==> src/rtl/pe_ns_pkg.sv <==
// rtl/pe_ns_pkg.sv - shared widths, depth and pointer-width helper for the N/S pass-through PE
package pe_ns_pkg;

  localparam int NS_DATA_WIDTH = 130;
  localparam int NS_FIFO_DEPTH = 2;
  localparam int NS_CNT_WIDTH  = 32;

  // Smallest w with 2**w >= depth, never below 1 so pointers always exist.
  function automatic int ptr_width(input int depth);
    int w;
    w = 1;
    for (int i = 1; i < 31; i++) begin
      if ((1 << i) < depth) w = i + 1;
    end
    return w;
  endfunction

endpackage

==> src/rtl/pe_ns_fifo.sv <==
// rtl/pe_ns_fifo.sv - register-array FIFO with push/pop/full/empty/head, sync active-low reset
module pe_ns_fifo
  import pe_ns_pkg::*;
#(
  parameter int WIDTH = NS_DATA_WIDTH,
  parameter int DEPTH = NS_FIFO_DEPTH
) (
  input  logic             clk,
  input  logic             reset,
  input  logic             push,
  input  logic [WIDTH-1:0] push_data,
  input  logic             pop,
  output logic [WIDTH-1:0] head,
  output logic             full,
  output logic             empty
);

  localparam int PW = ptr_width(DEPTH);
  localparam int CW = PW + 1;
  localparam logic [CW-1:0] FULL_CNT = CW'(DEPTH);

  logic [WIDTH-1:0] mem [DEPTH];
  logic [PW-1:0]    wr_ptr;
  logic [PW-1:0]    rd_ptr;
  logic [CW-1:0]    count;

  // Contents are cleared too so the head reads zero straight out of reset.
  always_ff @(posedge clk) begin
    if (!reset) begin
      wr_ptr <= '0;
      rd_ptr <= '0;
      count  <= '0;
      for (int i = 0; i < DEPTH; i++) mem[i] <= '0;
    end else begin
      if (push) begin
        mem[wr_ptr] <= push_data;
        wr_ptr      <= wr_ptr + 1'b1;
      end
      if (pop) rd_ptr <= rd_ptr + 1'b1;
      case ({push, pop})
        2'b10:   count <= count + 1'b1;
        2'b01:   count <= count - 1'b1;
        default: count <= count;
      endcase
    end
  end

  assign head  = mem[rd_ptr];
  assign full  = (count == FULL_CNT);
  assign empty = (count == '0);

endmodule

==> src/rtl/pe_empty_ns_link.sv <==
// rtl/pe_empty_ns_link.sv - N/S pass-through link PE; optional pop counters via PE_NS_WORD_CNT_EN
module pe_empty_ns_link
  import pe_ns_pkg::*;
#(
  parameter int NORTH_WIDTH = NS_DATA_WIDTH,
  parameter int SOUTH_WIDTH = NS_DATA_WIDTH,
  parameter int FIFO_DEPTH  = NS_FIFO_DEPTH,
  parameter int CNT_WIDTH   = NS_CNT_WIDTH
) (
  input  logic                   clk,
  input  logic                   reset,
  input  logic                   ap_start,
  input  logic [SOUTH_WIDTH-1:0] in_from_north,
  input  logic                   in_from_north_valid,
  output logic                   in_from_north_ready,
  output logic [SOUTH_WIDTH-1:0] out_to_south,
  output logic                   out_to_south_valid,
  input  logic                   out_to_south_ready,
  input  logic [NORTH_WIDTH-1:0] in_from_south,
  input  logic                   in_from_south_valid,
  output logic                   in_from_south_ready,
  output logic [NORTH_WIDTH-1:0] out_to_north,
  output logic                   out_to_north_valid,
  input  logic                   out_to_north_ready
`ifdef PE_NS_WORD_CNT_EN
  ,
  output logic [CNT_WIDTH-1:0]   north_cnt,
  output logic [CNT_WIDTH-1:0]   south_cnt
`endif
);

  if (FIFO_DEPTH < 2 || (FIFO_DEPTH & (FIFO_DEPTH - 1)) != 0) begin : g_bad_depth
    $error("FIFO_DEPTH must be a power of two and at least 2");
  end
  if (CNT_WIDTH < 1) begin : g_bad_cnt
    $error("CNT_WIDTH must be at least 1");
  end

  // Reset also masks the handshakes so nothing is offered while it is held.
  logic run;
  assign run = ap_start & reset;

  logic s_full, s_empty, s_push, s_pop;
  logic n_full, n_empty, n_push, n_pop;

  assign in_from_north_ready = run & ~s_full;
  assign out_to_south_valid  = run & ~s_empty;
  assign s_push = in_from_north_valid & in_from_north_ready;
  assign s_pop  = out_to_south_valid & out_to_south_ready;

  assign in_from_south_ready = run & ~n_full;
  assign out_to_north_valid  = run & ~n_empty;
  assign n_push = in_from_south_valid & in_from_south_ready;
  assign n_pop  = out_to_north_valid & out_to_north_ready;

  pe_ns_fifo #(
    .WIDTH (SOUTH_WIDTH),
    .DEPTH (FIFO_DEPTH)
  ) u_south_fifo (
    .clk       (clk),
    .reset     (reset),
    .push      (s_push),
    .push_data (in_from_north),
    .pop       (s_pop),
    .head      (out_to_south),
    .full      (s_full),
    .empty     (s_empty)
  );

  pe_ns_fifo #(
    .WIDTH (NORTH_WIDTH),
    .DEPTH (FIFO_DEPTH)
  ) u_north_fifo (
    .clk       (clk),
    .reset     (reset),
    .push      (n_push),
    .push_data (in_from_south),
    .pop       (n_pop),
    .head      (out_to_north),
    .full      (n_full),
    .empty     (n_empty)
  );

`ifdef PE_NS_WORD_CNT_EN
  // Pops cannot happen with ap_start low, so the counters hold then for free.
  always_ff @(posedge clk) begin
    if (!reset) begin
      north_cnt <= '0;
      south_cnt <= '0;
    end else begin
      if (n_pop) north_cnt <= north_cnt + 1'b1;
      if (s_pop) south_cnt <= south_cnt + 1'b1;
    end
  end
`endif

endmodule

==> config.mk <==
export PLATFORM = sky130hd
export DESIGN_NAME = pe_empty_ns_link
export DESIGN_NICKNAME = d
export VERILOG_FILES = /design/src/rtl/pe_ns_pkg.sv /design/src/rtl/pe_ns_fifo.sv /design/src/rtl/pe_empty_ns_link.sv
export SDC_FILE = /design/constraint.sdc
export NUM_CORES = 1
export LEC_CHECK = 0
export ABC_AREA = 1
export BUFFER_PORTS_ARGS = -buffer_cell sky130_fd_sc_hd__buf_4
export CAP_MARGIN = 20
export CORE_ASPECT_RATIO = 2
export CORE_MARGIN = 4
export CORE_UTILIZATION = 49
export DETAILED_ROUTE_END_ITERATION = 8
export PLACE_DENSITY = 0.88
export SYNTH_ARGS = -nofsm -noshare
export SYNTH_HDL_FRONTEND = slang
export SYNTH_HIERARCHICAL = 1
export SYNTH_SLANG_ARGS = --single-unit
export TNS_END_PERCENT = 20
==> constraint.sdc <==
create_clock -name clk -period 5.4 [get_ports clk]
set_clock_uncertainty 0.2 [all_clocks]
set_input_delay 1.08 -clock clk [delete_from_list [all_inputs] [get_ports clk]]
set_output_delay 1.08 -clock clk [all_outputs]
set_load 0.03 [all_outputs]
==> parameters.txt, run 1 <==
Parameter                              Value

Clock network
  Total of hold buffers inserted after clock tree synthesis    0
  Number of levels the H-tree was split into    2
  CTS tree    done
  Number of gates resized after cts    0
  Clock network latency to the later pin of the worst-skew pair    between 0.5 and 0.6 ns
  Number of sinks driven by the clock tree    530
  TritonCTS buffer count    45
  Count of buffers added by post-CTS timing repair for setup    0
  CTS max path bufs    3
  CTS Root Buffer Type    sky130_fd_sc_hd__clkbuf_16
  Clock input transition at the sequential cells of the worst setup and hold paths    around 0.06 ns

Routing
  Vias    14900
  Drc violations    0
  DR pass1 iterations    5
  Number of vias per cell    roughly 5.2
  WL/cell    21.2 µm
  Count of nets left with antenna violations after detail routing    0
  Drt initial violations    about 1200
  Final wirelength    between 60000 and 70000 µm

Timing
  Count of pins over their slew limit    0
  Final Hold Violating Endpoints    0
  Setup violations, final    0
  Shortest period the worst path allows    roughly 3.9 ns
  F_max    257 MHz
  Share of the clock period used by the worst path after layout    between 70% and 80%
  Final total negative setup slack    0 ns
  Worst slew pin tran    approximately 1.1 ns
  Unrepaired setup endpoints after global routing    false
  Slew margin rel.    28.3%

Power
  Switching fraction of total power    about a quarter
  Relative contribution of the clock network to total power    34.8%
  Peak supply drop    ~0.33 mV
  Internal power contribution    around 6.7 mW
  Power share of the combinational group    between 10% and 20%
  Proportion of power drawn by flip-flops and latches    53.9%
  Psw    2.12 mW
  Total power divided by cell area    310 nW/µm²
  Leakage dissipation    around 13 nW

Placed design
  Post-DP HPWL    approximately 42000 µm
  Number of buffer cells added on primary ports    530
  GP Congestion    about 0.86
  DP Area    27000 µm²

GRT
  Wire length of the first global-routing pass    90300 µm
  Met3 track utilization from global routing    5.26%
  Global-route track usage on met2    a little over two fifths
  Most utilized layer in the global route result    met2
  Via count of the first global-routing pass    between 15000 and 20000
  Pin count of the biggest net entering global routing    102
  Global-route met1 utilization    between 20% and 30%
  Global-route congestion overflow total    0
  Tot GR Track Use    a little under a quarter
  Number of antenna violations at the first check in global routing    6

Critical path
  Data required time of the critical path    4.12 ns
  Maximum fanout encountered on the critical timing path    67
  Startpoint types    flip-flop
  Kind of critical path    flip-flop to output port
  Data arrival time of the critical path    roughly 2.6 ns
  Endpoint class of the critical path    output port

Floorplanning
  Row count    110
  Count of boundary I/O pins    approximately 530
  CORE AREA    ~45000 µm²
  Initial core utilization    49.7%
  Die ar.    ~50000 µm²
  Die width    160 µm
  Die boundary height    a little over 300 µm

Synth
  Post-synthesis instance total    approximately 1700
  Cell Area, Synth    ~23000 µm²
  Number of library cell types mapped by synthesis    19
  Sequential share of the synthesized area    between 70% and 80%
  FF+latch count, synth    530
  Syn_nets    ~2000
  Cell taking the most area after synthesis    sky130_fd_sc_hd__edfxtp_1
  Count of flip-flops with a built-in enable after synthesis    520
  Most area-consuming cells after synthesis    sky130_fd_sc_hd__edfxtp_1 (69%), sky130_fd_sc_hd__mux2_2 (13%), sky130_fd_sc_hd__nor2_1 (9.0%)
  Area share of the leading cell type in the synthesized netlist    between 60% and 70%
  YS warnings    6
  Async S/R FF share, synth    0%
  Mean Syn Cell Area    13.0 µm²
  Main flop type after synthesis    sky130_fd_sc_hd__edfxtp_1

Finish
  Multi-input gate area in the final layout    5220 µm²
  Layout cells sized above 1    38.8%
  Share of the core filled with cells in the final layout    62.7%
  Post-route cell area    28400 µm²
  Layout net count    2515
  Number of fill cells in the layout    3104
  Synth-to-Final Area Change    26.1%
  Area taken by flip-flops and latches    approximately 16000 µm²

Hold path
  Worst hold path class    flip-flop to flip-flop

Run
  Maximum capacitance violations    0

Status
  Result of the run    finished, final reports clean
## cells in the final DEF (no fill, tap or decap), drive strengths merged
| cell | count |
|---|---|
| dfxtp | 10 |
| a21oi | 2 |
| inv | 286 |
| clkbuf | 51 |
| mux2 | 260 |
| nor2 | 544 |
| clkinvlp | 2 |
| edfxtp | 520 |
| diode | 6 |
| bufinv | 1 |
| ha | 2 |
| nand4 | 2 |
| nand2 | 20 |
| nand3 | 8 |
| clkinv | 25 |
| buf | 547 |
| o21ai | 2 |
## registers in the layout (all words and copies together) (netlist names), named ones only
signal / cells
u_south_fifo/mem: 260
u_south_fifo/wr_ptr: 1
u_north_fifo/rd_ptr: 1
u_south_fifo/rd_ptr: 1
u_north_fifo/count: 2
u_north_fifo/wr_ptr: 1
u_south_fifo/count: 2
u_north_fifo/mem: 260
## synthesized netlist by cell type (6+ instances only)
cell                       count
sky130_fd_sc_hd__edfxtp_1    520
sky130_fd_sc_hd__nand2_1      18
sky130_fd_sc_hd__dfxtp_1      10
sky130_fd_sc_hd__nor2_1      542
sky130_fd_sc_hd__clkbuf_1     18
sky130_fd_sc_hd__buf_2        40
sky130_fd_sc_hd__buf_4        26
sky130_fd_sc_hd__mux2_2      260
sky130_fd_sc_hd__nand3_1       6
sky130_fd_sc_hd__inv_1       280
## worst max-delay path: stages (launching register included)
cell	delay (ns)
sky130_fd_sc_hd__dfxtp_4	0.96
sky130_fd_sc_hd__buf_12	0.41
sky130_fd_sc_hd__mux2_2	0.43
sky130_fd_sc_hd__buf_4	0.18
## final cells by class
| class | count | area share, % |
|---|---|---|
| antenna | 6 | 0.0529 |
| clock buffer | 51 | 4.04 |
| clock inverter | 32 | 0.771 |
| inverter | 282 | 3.73 |
| multi-input combinational | 840 | 18.4 |
| sequential | 530 | 55.7 |
| tap | 560 | 2.47 |
| timing repair buffer | 547 | 14.8 |
## worst paths after layout
path / start / endpoint / slack, ns / cells after the start
hold / removal: u_south_fifo/rd_ptr$_SDFFE_PN0P_ / u_south_fifo/rd_ptr$_SDFFE_PN0P_ / 0.30 / 2
setup / recovery: flip-flop / out_to_north[109] / 1.51 / 3
hold reg to reg: u_south_fifo/rd_ptr$_SDFFE_PN0P_ / u_south_fifo/rd_ptr$_SDFFE_PN0P_ / 0.30 / 2
setup reg to reg: u_south_fifo/count[0]$_SDFFE_PN0P_ / u_south_fifo/mem[0][35]$_SDFFCE_PN0P_ / 2.32 / 9
## through the flow
| step | total power, mW | cells | hold WS (ns) | setup slack (ns) |
|---|---|---|---|---|
| after floorplan | 5.36 | 1738 | 0.266 | 0.0561 |
| after global placement | 5.79 | 2758 | 0.277 | 1.36 |
| after detailed placement | 5.82 | 2758 | 0.291 | 1.36 |
| after CTS | 8.85 | 2841 | 0.307 | 1.49 |
| after global routing | 9.08 | 2848 | 0.351 | 1.42 |
| final | 8.80 | 2848 | 0.301 | 1.51 |
## cells by family (layout without fill, tap and decap cells)
kind of cell	after synthesis	after routing	synth area share, %
adder cells (fa/ha/maj)	2	2	0.111
buffers and inverters	368	912	6.86
AO/OA/AOI/OAI	4	4	0.0889
flip-flops	530	530	70.2
other	0	6	0
multiplexers	260	260	13.0
AND/OR/NAND/NOR	574	574	9.72
## metal layers
metal / part of all wire, % / vias to the layer above / wire length (µm)
met4: 7.0 / 0 / 4240
met2: 54 / 759 / 32600
met1: 31 / 7173 / 18900
li1: - / 6731 / -
met5: 0 / - / 0
met3: 7.5 / 195 / 4540
## power groups by stage
stage | registers (mW) | logic, mW | clock network (mW)
floorplan | 4.83 | 0.530 | 0
global placement | 4.81 | 0.977 | 0
detailed placement | 4.83 | 0.991 | 0
CTS | 4.74 | 1.00 | 3.11
global route | 4.75 | 1.05 | 3.28
finish | 4.74 | 0.997 | 3.06
Note: power is estimated with default switching activity, not from simulation.
==> inputs of run 2 (changes only) <==
==> constraint.sdc (replaced) <==
create_clock -name clk -period 3.5 [get_ports clk]
set_clock_uncertainty 0.2 [all_clocks]
set_input_delay 0.7 -clock clk [delete_from_list [all_inputs] [get_ports clk]]
set_output_delay 0.7 -clock clk [all_outputs]
set_load 0.03 [all_outputs]
==> run 2 against run 1 <==
  * Hold slack worse by 0.061 ns
  * Critical path depth stayed put
  * Global-route usage fell by 0.65 points
  * Non-clock buffer count up 23
  * Sequential share of layout area is 0.71 points lower
  * Core utilization grew 0.81 points
  * Critical endpoint is now out_to_north[33]
  * Largest power group unchanged
==> parameters.txt, run 2 (synthesis gave the netlist of run 1 again) <==
Parameter                              Value

Power
  Peak supply drop    0.442 mV
  Leakage dissipation    roughly 13 nW
  Total power divided by cell area    around 480 nW/µm²
  Power, Total    roughly 14 mW

Critical path
  Worst r2r dst    u_south_fifo/mem[0][54]$_SDFFCE_PN0P_
  Worst reg-to-reg setup slack    ~1.1 ns
  Data arrival time of the critical path    between 2 and 2.5 ns
  CP max stage cell    sky130_fd_sc_hd__dfxtp_4
  Longest individual stage delay on the worst path    a little over 0.5 ns
  Cell breakdown of the critical path    buf_12 -> mux2_2 -> buf_4
  Data required time of the critical path    ~2.6 ns
  Maximum fanout encountered on the critical timing path    a little over 70
  Kind of critical path    flip-flop to output port
  Cells on worst reg2reg path    9
  Startpoint types    flip-flop
  Endpoint class of the critical path    output port
  Startpoint of the worst-slack reg-to-reg timing path    u_south_fifo/count[0]$_SDFFE_PN0P_

Hold path
  Cells on Worst Hold Path    3
  End point of the most critical hold path    u_south_fifo/mem[0][47]$_SDFFCE_PN0P_
  Startpoint of the tightest hold check path    in_from_north[47]
  Worst hold path class    input pin to flip-flop

Floorplanning
  Die width    160 µm
  Die boundary height    roughly 310 µm
  CORE AREA    between 40000 and 50000 µm²
  Row count    110
  Die ar.    between 40000 and 50000 µm²
  Initial core utilization    49.7%
  Count of boundary I/O pins    531

Routing
  Number of vias per cell    5.22
  Final wirelength    around 58000 µm
  Drc violations    0
  Vias    about 15000
  Drt initial violations    1247
  Count of nets left with antenna violations after detail routing    0
  WL/cell    approximately 20 µm
  DR pass1 iterations    5

Finish
  Post-route insts no fill    2864
  Synth-to-Final Area Change    27.7%
  Largest registers    u_north_fifo/mem: 260 flops, u_south_fifo/mem: 260 flops
  Commonest non-fill, non-tap cells in the layout    sky130_fd_sc_hd__buf_4 (554), sky130_fd_sc_hd__nor2_1 (542), sky130_fd_sc_hd__edfxtp_1 (520)
  Share of the core filled with cells in the final layout    between 60% and 70%
  Layout cells sized above 1    39.3%
  Number of fill cells in the layout    around 3000
  Layout net count    approximately 2500
  Most common library cell in the layout ignoring fill and taps    sky130_fd_sc_hd__buf_4

GRT
  Global-route congestion overflow total    0
  Wire length of the first global-routing pass    a little under 90000 µm
  Pin count of the biggest net entering global routing    132
  Number of antenna violations at the first check in global routing    3
  Via count of the first global-routing pass    between 15000 and 20000
  Tot GR Track Use    22.7%

Clock network
  TritonCTS buffer count    44
  CTS Root Buffer Type    sky130_fd_sc_hd__clkbuf_16
  Count of buffers added by post-CTS timing repair for setup    0
  Clock input transition at the sequential cells of the worst setup and hold paths    around 0.070 ns
  CTS max path bufs    3
  Number of levels the H-tree was split into    2
  Number of gates resized after cts    0
  Number of sinks driven by the clock tree    530
  CTS tree    done
  Total of hold buffers inserted after clock tree synthesis    0
  Clock network latency to the later pin of the worst-skew pair    about 0.56 ns

Status
  Result of the run    finished, final reports clean

Run
  Maximum capacitance violations    0

Timing
  Slew margin rel.    a little under half
  Share of the clock period used by the worst path after layout    between 80% and 90%
  Count of pins over their slew limit    0
  Final total negative setup slack    0 ns
  Min Hold Slack    0.240 ns
  Unrepaired setup endpoints after global routing    false
  Shortest period the worst path allows    ~3.0 ns
  Final Hold Violating Endpoints    0
  F_max    roughly 330 MHz
  Worst slew pin tran    a little over 0.8 ns
  Setup violations, final    0

Placed design
  Number of buffer cells added on primary ports    530
  Placed instance count    ~2800
  Post-DP HPWL    roughly 40000 µm
  GP Congestion    0.885
[run 2: changes by cell type in the layout (fill, tap and decap cells not counted), sizes merged]
| cell | change |
|---|---|
| clkinv | -13 |
| diode | -4 |
| bufinv | +5 |
| clkbuf | +7 |
| clkinvlp | -2 |
| buf | +23 |
[run 2: routing by layer]
layer,track usage (%),wire (µm),vias to the layer above
met2,40.4,29900,829
li1,-,-,6786
met4,11.7,3110,2
met3,6.93,5600,150
met5,0,13,-
met1,23.9,19100,7186
[run 2: through the flow]
stage | setup WS (ns) | cell area (µm²)
CTS | 0.453 | 28800
floorplan | -0.175 | 22500
global placement | 0.883 | 27300
finish | 0.490 | 28800
global route | 0.408 | 28800
detailed placement | 0.768 | 27300
[run 2: where the power goes]
group | total [mW] | internal, mW | switching (mW)
clock network | 4.97 | 2.82 | 2.15
logic | 1.57 | 0.633 | 0.937
registers | 7.30 | 7.22 | 0.0767
total | 13.8 | 10.7 | 3.16
[run 2: worst max path at each step]
stage               startpoint                                     to  slack, ns  cells past startpoint
floorplan             ap_start   u_south_fifo/mem[0][0]$_SDFFCE_PN0P_      -0.17                      8
global placement      ap_start  u_south_fifo/mem[0][75]$_SDFFCE_PN0P_       0.88                      8
detailed placement       reset  u_south_fifo/mem[0][77]$_SDFFCE_PN0P_       0.77                      8
CTS                  flip-flop                      out_to_north[104]       0.45                      3
global route         flip-flop                       out_to_north[33]       0.41                      3
finish               flip-flop                       out_to_north[33]       0.49                      3
[run 2: final cells by class]
type                       instances  area (µm²)  area share [%]
sequential                       530       15800            55.0
multi-input combinational        840        5250            18.3
timing repair buffer             570        4480            15.6
clock buffer                      58        1170            4.08
inverter                         282        1060            3.68
tap                              560         701            2.44
clock inverter                    22         270           0.940
antenna                            2        5.00          0.0174
[run 2: critical path: cells and delay by family, from the launching register on]
kind | cells | cell delay [ns]
buffers and inverters | 2 | 0.55
DFF | 1 | 0.51
muxes | 1 | 0.41
==> inputs of run 3 (changes only) <==
--- a/config.mk
+++ b/config.mk
@@ -12,7 +12,8 @@
 export CORE_MARGIN = 4
 export CORE_UTILIZATION = 49
 export DETAILED_ROUTE_END_ITERATION = 8
-export PLACE_DENSITY = 0.88
+export PLACE_DENSITY = 0.77
+export SKIP_LAST_GASP = 1
 export SYNTH_ARGS = -nofsm -noshare
 export SYNTH_HDL_FRONTEND = slang
 export SYNTH_HIERARCHICAL = 1
==> run 3 against run 2 <==
  * Sequential share of layout area is 0.11 points higher
  * Hold slack better by 0.019 ns
  * Critical path depth stayed put
  * Highest routed layer is now met4
  * Via count is 3.2% lower
  * Combinational power hardly changed
  * Wire length is 5.2% lower
  * Die area stayed put
  * Non-clock buffer count is 6 lower
  * First-iteration DRC count is 30% lower
  * Clock power is 0.8% lower
  * Largest cell class unchanged
==> parameters.txt, run 3 (synthesis gave the netlist of run 1 again) <==
Parameter                              Value

Routing
  Number of vias per cell    about 5
  Drt initial violations    approximately 880
  WL/cell    ~19 µm
  Drc violations    0
  Final wirelength    about 55000 µm
  Count of nets left with antenna violations after detail routing    0
  DR pass1 iterations    6
  Vias    14500

Finish
  Most common library cell in the layout ignoring fill and taps    sky130_fd_sc_hd__buf_4
  Layout net count    ~2500
  Number of fill cells in the layout    between 3000 and 4000
  Largest registers    u_north_fifo/mem: 260 flops, u_south_fifo/mem: 260 flops
  Area taken by flip-flops and latches    approximately 16000 µm²
  Synth-to-Final Area Change    27.5%
  Multi-input gate area in the final layout    ~5300 µm²
  Layout cells sized above 1    39.3%
  Commonest non-fill, non-tap cells in the layout    sky130_fd_sc_hd__buf_4 (549), sky130_fd_sc_hd__nor2_1 (542), sky130_fd_sc_hd__edfxtp_1 (520)
  Post-route insts no fill    around 2900

Critical path
  Critical path's top delay family    buffers and inverters
  Startpoint types    flip-flop
  Kind of critical path    flip-flop to output port
  CP max stage cell    sky130_fd_sc_hd__dfxtp_4
  Cell repeated most along the worst path    sky130_fd_sc_hd__buf_4
  Data required time of the critical path    roughly 2.6 ns
  Count of buffering cells on the critical path with inverters included    2
  Maximum fanout encountered on the critical timing path    36
  Cell breakdown of the critical path    buf_4 -> mux2_2 -> buf_4
  Longest individual stage delay on the worst path    between 0.5 and 0.6 ns
  Endpoint class of the critical path    output port
  Data arrival time of the critical path    around 2.2 ns

Timing
  Unrepaired setup endpoints after global routing    false
  Setup violations, final    0
  Final Hold Violating Endpoints    0
  Min Hold Slack    between 0.2 and 0.3 ns
  Shortest period the worst path allows    3.11 ns
  Share of the clock period used by the worst path after layout    approximately nine tenths
  Count of pins over their slew limit    0
  F_max    roughly 320 MHz
  Setup slack after layout    slightly below 0.4 ns
  Slew margin rel.    between 50% and 60%
  Worst slew pin tran    between 0.7 and 0.8 ns

Floorplanning
  CORE AREA    45300 µm²
  Die ar.    49700 µm²
  Die boundary height    around 310 µm
  Row count    110
  Die width    between 150 and 200 µm
  Initial core utilization    49.7%
  Count of boundary I/O pins    approximately 530

Clock network
  Number of gates resized after cts    0
  CTS max path bufs    3
  CTS tree    done
  Number of levels the H-tree was split into    2
  Clock network latency to the later pin of the worst-skew pair    between 0.5 and 0.6 ns
  Clock input transition at the sequential cells of the worst setup and hold paths    0.07 ns
  CTS Root Buffer Type    sky130_fd_sc_hd__clkbuf_16
  TritonCTS buffer count    46
  Total of hold buffers inserted after clock tree synthesis    0
  Count of buffers added by post-CTS timing repair for setup    0
  Number of sinks driven by the clock tree    530

GRT
  Number of antenna violations at the first check in global routing    1
  Via count of the first global-routing pass    15400
  Wire length of the first global-routing pass    about 83000 µm
  Pin count of the biggest net entering global routing    about 130
  Global-route congestion overflow total    0
  Tot GR Track Use    21.1%

Placed design
  Pre-CTS setup slack    a little over 0.7 ns
  Number of buffer cells added on primary ports    530
  GP Congestion    between 0.8 and 0.9
  Post-DP HPWL    around 38000 µm
  Placed instance count    roughly 2800

Power
  Peak supply drop    around 0.45 mV
  Total power divided by cell area    approximately 480 nW/µm²
  Leakage dissipation    ~13 nW

Status
  Result of the run    finished, final reports clean

Hold path
  Worst hold path class    input pin to flip-flop

Run
  Maximum capacitance violations    0
## run 3: cell count changes in the layout (fill, tap and decap cells not counted), sizes merged
cell	delta
clkinv	+7
buf	-6
bufinv	-2
clkbuf	-1
diode	-1
inv	-1
## run 3: worst reg2reg max path: cells and delay by family (launching register included)
family	cells	cell delay (ns)
and+or+nand+nor	6	1.09
buffers and inverters	3	0.53
DFF	1	0.39
## run 3: final timing paths
check                                          endpoint  cells past startpoint                                from  slack (ns)
setup / recovery                      out_to_north[116]                      3                           flip-flop        0.39
hold / removal    u_south_fifo/mem[1][59]$_SDFFCE_PN0P_                      3                   in_from_north[59]        0.26
setup reg to reg  u_south_fifo/mem[0][42]$_SDFFCE_PN0P_                      9  u_south_fifo/count[0]$_SDFFE_PN0P_        0.95
hold reg to reg      u_north_fifo/count[1]$_SDFFE_PN0P_                      2  u_north_fifo/count[1]$_SDFFE_PN0P_        0.32
## run 3: routing by layer
layer / track usage, % / wire length, µm / part of all wire (%)
met1: 22.7 / 18700 / 34
met3: 7.14 / 5570 / 10
met4: 7.80 / 2000 / 3.7
met2: 38.3 / 28400 / 52
met5: 0 / 0 / 0
## run 3: area by class of cell
cell class / count / share of cell area [%]
Inverter: 282 / 3.69
Timing Repair Buffer: 564 / 15.4
Sequential cell: 530 / 55.1
Clock inverter: 26 / 0.824
Tap cell: 560 / 2.44
Antenna cell: 1 / 0.00872
Multi-Input combinational cell: 840 / 18.3
Clock buffer: 57 / 4.23
## run 3: power by group
part / internal (mW) / switching (mW)
clock network: 2.77 / 2.16
registers: 7.23 / 0.0733
logic: 0.624 / 0.916
total: 10.6 / 3.15
## run 3: stage by stage
step | util, % | cell area, µm² | total power [mW] | TNS, ns
finish | 63.4 | 28700 | 13.8 | 0
global route | 63.4 | 28700 | 14.3 | 0
CTS | 63.4 | 28700 | 13.9 | 0
detailed placement | 60.2 | 27300 | 8.98 | 0
global placement | 60.2 | 27300 | 8.95 | 0
floorplan | - | 22500 | 8.24 | -47.39
